File: src/rtl/iopmp_pkg.sv
// Shared IOPMP types used by the check port and its arbiter.
package iopmp_pkg;

  typedef enum logic [1:0] {
    ACCESS_NONE      = 2'b00,
    ACCESS_READ      = 2'b01,
    ACCESS_WRITE     = 2'b10,
    ACCESS_EXECUTION = 2'b11
  } iopmp_access_t;

endpackage

File: src/rtl/iopmp_check_arbiter.sv
// Round-robin arbiter sharing the single IOPMP check port between DMA requesters.
// One check in flight; the SID of a check is the index of the granted master.
module iopmp_check_arbiter
  import iopmp_pkg::*;
#(
  parameter int unsigned NR_MASTERS = 2,
  parameter int unsigned PLEN       = 56,
  parameter int unsigned SID_W      = $clog2(NR_MASTERS),
  parameter int unsigned CHECK_LAT  = 1
) (
  input  logic                       clk_i,
  input  logic                       rst_i,
  input  logic [NR_MASTERS-1:0]      req_valid_i,
  output logic [NR_MASTERS-1:0]      req_ready_o,
  input  logic [NR_MASTERS*PLEN-1:0] req_addr_i,
  input  iopmp_access_t              req_access_i [NR_MASTERS],
  output logic [NR_MASTERS-1:0]      rsp_valid_o,
  input  logic [NR_MASTERS-1:0]      rsp_ready_i,
  output logic                       rsp_allow_o,
  output logic [PLEN-1:0]            iopmp_addr_o,
  output logic [SID_W-1:0]           iopmp_sid_o,
  output iopmp_access_t              iopmp_access_o,
  input  logic                       iopmp_allow_i,
  output logic                       busy_o
);

  localparam int unsigned CNT_W = (CHECK_LAT > 1) ? $clog2(CHECK_LAT) : 1;
  localparam int unsigned PW    = SID_W + 1;

  typedef enum logic [1:0] {
    IDLE  = 2'b00,
    CHECK = 2'b01,
    RESP  = 2'b10
  } state_t;

  state_t            state_q;
  logic [SID_W-1:0]  ptr_q;
  logic [CNT_W-1:0]  cnt_q;

  logic              gnt_valid;
  logic [SID_W-1:0]  gnt_idx;
  logic [PW-1:0]     scan;
  logic [PLEN-1:0]   gnt_addr;
  iopmp_access_t     gnt_access;

  // First requesting master at or above the round-robin pointer, wrapping.
  always_comb begin
    gnt_valid = 1'b0;
    gnt_idx   = '0;
    scan      = '0;
    for (int unsigned i = 0; i < NR_MASTERS; i++) begin
      scan = {1'b0, ptr_q} + PW'(i);
      if (scan >= PW'(NR_MASTERS)) begin
        scan = scan - PW'(NR_MASTERS);
      end
      if (!gnt_valid && req_valid_i[scan[SID_W-1:0]]) begin
        gnt_valid = 1'b1;
        gnt_idx   = scan[SID_W-1:0];
      end
    end
  end

  // Select the granted master's address and access type.
  always_comb begin
    gnt_addr   = '0;
    gnt_access = ACCESS_NONE;
    for (int unsigned m = 0; m < NR_MASTERS; m++) begin
      if (gnt_idx == SID_W'(m)) begin
        gnt_addr   = req_addr_i[m*PLEN +: PLEN];
        gnt_access = req_access_i[m];
      end
    end
  end

  // Accept strobe goes to the winner only, and only while idle.
  always_comb begin
    req_ready_o = '0;
    if (!rst_i && (state_q == IDLE) && gnt_valid) begin
      req_ready_o[gnt_idx] = 1'b1;
    end
  end

  assign busy_o = (state_q != IDLE);

  // Check sequencer: latch the grant, hold the iopmp inputs, sample the verdict, respond.
  always_ff @(posedge clk_i) begin
    if (rst_i) begin
      state_q        <= IDLE;
      ptr_q          <= '0;
      cnt_q          <= '0;
      rsp_valid_o    <= '0;
      rsp_allow_o    <= 1'b0;
      iopmp_addr_o   <= '0;
      iopmp_sid_o    <= '0;
      iopmp_access_o <= ACCESS_NONE;
    end else begin
      case (state_q)
        IDLE: begin
          if (gnt_valid) begin
            iopmp_addr_o   <= gnt_addr;
            iopmp_access_o <= gnt_access;
            iopmp_sid_o    <= gnt_idx;
            cnt_q          <= '0;
            state_q        <= CHECK;
          end
        end
        CHECK: begin
          if (cnt_q == CNT_W'(CHECK_LAT - 1)) begin
            // An access type of NONE never grants, whatever the iopmp says.
            rsp_allow_o    <= (iopmp_access_o != ACCESS_NONE) && iopmp_allow_i;
            rsp_valid_o    <= NR_MASTERS'(1) << iopmp_sid_o;
            iopmp_access_o <= ACCESS_NONE;
            state_q        <= RESP;
          end else begin
            cnt_q <= cnt_q + CNT_W'(1);
          end
        end
        RESP: begin
          if (rsp_ready_i[iopmp_sid_o]) begin
            rsp_valid_o <= '0;
            if (iopmp_sid_o == SID_W'(NR_MASTERS - 1)) begin
              ptr_q <= '0;
            end else begin
              ptr_q <= iopmp_sid_o + SID_W'(1);
            end
            state_q <= IDLE;
          end
        end
        default: begin
          state_q <= IDLE;
        end
      endcase
    end
  end

endmodule
File: config.mk
export PLATFORM = sky130hd
export DESIGN_NAME = iopmp_check_arbiter
export DESIGN_NICKNAME = d
export VERILOG_FILES = /design/src/rtl/iopmp_pkg.sv /design/src/rtl/iopmp_check_arbiter.sv
export SDC_FILE = /design/constraint.sdc
export NUM_CORES = 1
export LEC_CHECK = 0
export BUFFER_PORTS_ARGS = -buffer_cell sky130_fd_sc_hd__buf_2
export CAP_MARGIN = 5
export CELL_PAD_IN_SITES_DETAIL_PLACEMENT = 0
export CELL_PAD_IN_SITES_GLOBAL_PLACEMENT = 2
export CORE_MARGIN = 1
export CORE_UTILIZATION = 24
export DETAILED_ROUTE_END_ITERATION = 16
export PLACE_DENSITY = 0.87
export SLEW_MARGIN = 20
export SYNTH_ARGS = -nofsm -noshare
export SYNTH_HDL_FRONTEND = slang
export SYNTH_SLANG_ARGS = --single-unit
File: constraint.sdc
create_clock -name clk_i -period 3.94 [get_ports clk_i]
set_input_delay 0.591 -clock clk_i [delete_from_list [all_inputs] [get_ports clk_i]]
set_output_delay 0.591 -clock clk_i [all_outputs]
set_load 0.02 [all_outputs]
---- Word level (Yosys, flattened, before mapping) ----
Cells that the tools add are included.
word-level totals
  bits in latches ......................... 0
  word-level logic and storage cells ...... 76
  memories kept ........................... 0
  RAM bits ................................ 0
  output and inout port bits .............. 65
  memory bits (read-only) ................. 0
  register bits after elaboration ......... 66
cells by class
  multiply operators ...................... 0
  shift operators ......................... 1
  bitwise logic cells ..................... 1
  $lt $le $gt $ge ......................... 7
  add/subtract/negate cells ............... 5
  reduce and logical (&&, ||, !) cells .... 19
  equal/unequal tests ..................... 5
  mux-type cells .......................... 30
  divide/modulo/power cells ............... 0
operators by type and width
  cell                                                                                  number
  56-bit 2-to-1 mux                                                                     1
  1-bit 2-to-1 mux                                                                      16
  2-bit 2-to-1 mux                                                                      8
  3-bit AND reduction                                                                   3
  1-bit by 2-bit < comparator with 1-bit output (second input constant)                 4
  2-bit one-hot mux with 2 select lines                                                 2
  2-bit AND reduction                                                                   4
  2-bit nonzero test                                                                    4
  2-bit inequality test (second input constant)                                         3
  2-bit one-hot mux with 3 select lines                                                 1
  1-bit logical AND                                                                     5
  1-bit adder (second input constant)                                                   2
  1-bit by 1-bit adder with 2-bit output (second input constant)                        1
  2-bit by 1-bit == test with 1-bit output (second input constant)                      1
  2-bit == test (second input constant)                                                 1
  1-bit by 2-bit greater-or-equal comparator with 1-bit output (second input constant)  1
  2-bit greater-or-equal comparator (second input constant)                             1
  1-bit zero test                                                                       2
  2-bit zero test                                                                       1
  1-bit one-hot mux with 2 select lines                                                 1
  1-bit by 1-bit left shift with 2-bit output (first input constant)                    1
  1-bit subtractor (second input constant)                                              2
  1-bit demux with 1-bit select                                                         1
  1-bit greater-or-equal comparator (second input constant)                             1
  1-bit NOT                                                                             1

---- Longest topological paths before layout ----
  depth after elaboration ................. 13
  depth in mapped cells ................... 6
  gate-level depth less buffers ........... 5

---- Worst setup path after synthesis ----
OpenSTA, ideal clock, no wires.
  path kind ............................... input-to-output
  from .................................... input rst_i
  to ...................................... output req_ready_o[0]
  stages .................................. 3
  buffers on the path ..................... 2
  slack ................................... 1.970 ns
  arrival time ............................ 1.379 ns
  data required time ...................... 3.349 ns
  path through ............................ buf_2 -> a2111oi_4 -> buf_6
between the ends
  longest elaborated chain between the ends .. 4
RTL lines
  what                             line                       text
  from (decl)                      iopmp_check_arbiter.sv:12  input logic rst_i,
  1-bit zero test                  iopmp_check_arbiter.sv:78  if (!rst_i && (state_q == IDLE) && gnt_valid) begin
  1-bit logical AND (2 in series)  iopmp_check_arbiter.sv:78
  2-bit 2-to-1 mux                 iopmp_check_arbiter.sv:78
  to (decl)                        iopmp_check_arbiter.sv:14  output logic [NR_MASTERS-1:0] req_ready_o,
No other way between the ends.

---- Worst setup path in the final report ----
  from .................................... register state_q[0]
  to ...................................... output req_ready_o[1]
between the ends
  longest elaborated chain between the ends .. 4
RTL lines
  what                             line                        text
  from (decl)                      iopmp_check_arbiter.sv:36   state_t state_q;
  from (signal assigned)           iopmp_check_arbiter.sv:88   state_q <= IDLE;
  from (signal assigned)           iopmp_check_arbiter.sv:104  state_q <= CHECK;
  from (signal assigned)           iopmp_check_arbiter.sv:113  state_q <= RESP;
  2-bit zero test                  iopmp_check_arbiter.sv:78
  1-bit logical AND (2 in series)  iopmp_check_arbiter.sv:78
  2-bit 2-to-1 mux                 iopmp_check_arbiter.sv:78
No other way between the ends.

==> results.md <==
* Status: finished clean
* Crit path cell chain: nor2_4 > inv_2 > nor3_4 > buf_4 > buf_2
* Gate count of the mapped netlist at between 200 and 300
* ANT nets after route at 0
* Worst min-delay path class: in -> reg
* Seq cells post-synth at 65
* Vert. Die Dim at approximately 110 µm
* Overall via count from detail_route at between 2000 and 3000
* Number of antenna violations at the first check in global routing at 0
* Required arrival time at the worst endpoint at between 3 and 4 ns
* Path length in cells of the critical path at 5
* DRT iter0 DRCs at 81
* Setup Total Neg Slack at 0 ns
* # nets final at 561
* Leakage component of the power at ~0.0023 µW
* Reg2reg path depth at 5
* Clk root buf: sky130_fd_sc_hd__clkbuf_8
* H-tree depth reported by CTS at 3
* Setup repair bufs after CTS at 0
* GR Util All Layers at between 10% and 20%
* Hold Path Cell Cnt at 2
* Final setup violation count at 0
* Max-slew violation count at 0
* Synth Warn # at 0
* Crit path max-delay family: buffers and inverters
* Seq/Total Area, Yosys at 48.94%
* Share of post-route cells with drive strength above 1 at about 48%
* Post-cts hold buffer count at 0
* Syn-to-layout area delta at 45.65%
* Critical Path Sink Type: output pin
* Skew-Pair Late Insertion Delay at between 0.3 and 0.4 ns
* Worst Path Buf+Inv at 3
* Ys flop type: sky130_fd_sc_hd__dfxtp_1
* Inserted Diodes at 0
* Total iterations of the first detailed-routing run at 6
* Final setup slack of the worst path at between 1.5 and 2 ns
* HPWL Detailed at 5.724 mm
* CTS-repair resized insts at 0
* Count of pins on the block boundary at 188
* Largest vdd supply drop at roughly 0.15 mV
* Data arrival time of the critical path at 1.83 ns
* Number of flops mapped to enable cells by yosys at 0
* Synth unique cells at 30
* Overflow after GRT at 0
* Max Clock Skew at 0.005173 ns
* Die boundary width at 107.3 µm
* Number of placed instances with taps included at around 570
* Drt wl/cell at 13.57 µm
* Total power consumption of the routed design at approximately 1700 µW
* WS Path Type: reg -> out
* DIE AREA at 11500 µm²
* Clock transition time at the flip-flop clock pins of the worst setup and hold paths at 0.07 ns
* Total power divided by cell area at ~440 nW/µm²
* Detailed-route vias per instance at between 4 and 5
* Unrepaired setup endpoints after global routing: no
* Final min period at 2.418 ns
* Clock buffer count from CTS at 9
* CTS tree: built
* Synth async-reset ratio at 0%
* Post-layout instance count excluding filler cells at 583
* Average size of a mapped cell at ~10 µm²
* Number of placement rows at 38
* Number of remaining DRC errors at 0
* Number of maximum-capacitance constraint violations at 0
* Max Fanout on Critical Path at roughly 40
* Slowest-stage cell, CP: sky130_fd_sc_hd__buf_4
* Post-detailed-routing wire length at 7.909 mm
* Critical Path Source Type: register
* Post-route clock period utilization at 61.37%
* Gpl congestion at 0.7823
* Fin. Hold Viols at 0
* Longest Clk Path Bufs at 2
* Synth Cell Area at around 2700 µm²
* Buffers on Ports at between 150 and 200
* Maximum number of pins on one net before global-route repair at 42
* Transition time of the tightest slew-check pin at 0.8446 ns
* Synthesized netlist net count at ~380
* Tightest slew margin relative to the limit at 43.57%
* First-pass GRT wire length at roughly 12 mm
* Longest individual stage delay on the worst path at approximately 0.41 ns
* Effective utilization at floorplan at 24.63%
* Core area at ~11000 µm²
* Vias in the first global route at 2554
* Total clock sinks at between 60 and 70
* Fmax achieved at between 400 and 500 MHz
* Worst setup slack after placement at 1.528 ns
==> layer usage <==
metal	global-route usage, %	share of wire (%)	vias up
met1	15.80	42	1167
met5	0	0	-
met2	21.52	46	136
met4	8.513	2.8	0
li1	-	-	1299
met3	4.479	9.7	15
==> stage by stage <==
step	hold WS, ns	area (µm²)	utilization (%)
after floorplan	0.5248	2659	-
after global placement	0.4306	3699	34.27
after detailed placement	0.4376	3699	34.27
after CTS	0.4183	3872	35.88
after global routing	0.4258	3872	35.88
final	0.4397	3872	35.88
==> flip-flops by register name, indices dropped and copies added, names as in the netlist <==
register	flops
iopmp_access_o	2
iopmp_sid_o	1
state_q	2
ptr_q	1
iopmp_addr_o	56
rsp_valid_o	2
rsp_allow_o	1
==> final timing paths <==
kind / startpoint / endpoint / slack (ns)
max: state_q[0] / req_ready_o[1] / 1.52
min: req_addr_i[64] / iopmp_addr_o[8] / 0.44
max reg2reg: state_q[0] / iopmp_addr_o[34] / 2.00
min reg2reg: iopmp_addr_o[26] / iopmp_addr_o[26] / 0.45
==> placed cells by master, fill, tap and decap left out, types with 2 or more instances in the layout <==
master                        n
sky130_fd_sc_hd__a22o_1      39
sky130_fd_sc_hd__a21oi_1      4
sky130_fd_sc_hd__mux2i_1     19
sky130_fd_sc_hd__a21o_1      40
sky130_fd_sc_hd__o21ai_1     10
sky130_fd_sc_hd__clkbuf_8    11
sky130_fd_sc_hd__nor2b_1      3
sky130_fd_sc_hd__nor2_1       5
sky130_fd_sc_hd__clkinv_2     3
sky130_fd_sc_hd__a2111oi_0    2
sky130_fd_sc_hd__nand2_1     21
sky130_fd_sc_hd__buf_2      187
sky130_fd_sc_hd__clkbuf_1     2
sky130_fd_sc_hd__buf_4        5
sky130_fd_sc_hd__o2bb2ai_1    2
sky130_fd_sc_hd__inv_1        3
sky130_fd_sc_hd__dfxtp_1     65
sky130_fd_sc_hd__o21ai_0      8
==> logic make-up after synthesis <==
kind of cell    count (synthesis)  synth area share (%)
compound gates                110                 31.77
buf+inv                        23                 5.317
flops                          65                 48.94
mux                            20                 7.576
simple gates                   36                 6.401
==> synthesized netlist by cell type, types with 2 or more instances <==
master                      number  share of area [%]
sky130_fd_sc_hd__o2bb2ai_1       2               0.66
sky130_fd_sc_hd__a2111oi_0       2               0.66
sky130_fd_sc_hd__nand2_1        21                3.0
sky130_fd_sc_hd__a21oi_1         4               0.75
sky130_fd_sc_hd__buf_4           3               0.85
sky130_fd_sc_hd__buf_6           5                2.1
sky130_fd_sc_hd__clkbuf_1        6               0.85
sky130_fd_sc_hd__dfxtp_1        65                 49
sky130_fd_sc_hd__inv_1           3               0.42
sky130_fd_sc_hd__o21ai_1        11                2.1
sky130_fd_sc_hd__o21ai_0         8                1.5
sky130_fd_sc_hd__nor2b_1         3               0.71
sky130_fd_sc_hd__a22o_1         39                 13
sky130_fd_sc_hd__a21o_1         40                 11
sky130_fd_sc_hd__nor2_1          5               0.71
sky130_fd_sc_hd__mux2i_1        19                7.2
sky130_fd_sc_hd__buf_2           5               0.94
==> power by group <==
group / leakage, µW / internal (µW) / switching (µW) / total [µW]
Clock: 0.0000932 / 260 / 245 / 505
Sequential: 0.000536 / 730 / 43.1 / 773
Combinational: 0.00164 / 178 / 230 / 408
==> layout make-up <==
class                   instances  area [µm²]
clock buffers                  13       158.9
clock inverters                 3       15.01
fillers                      1132        6920
inverters                       4       15.01
multi-input cells             166        1234
flip-flops and latches         65        1301
well taps                     140       175.2
repair buffers                192       973.4
Note: power is estimated with default switching activity, not from simulation.
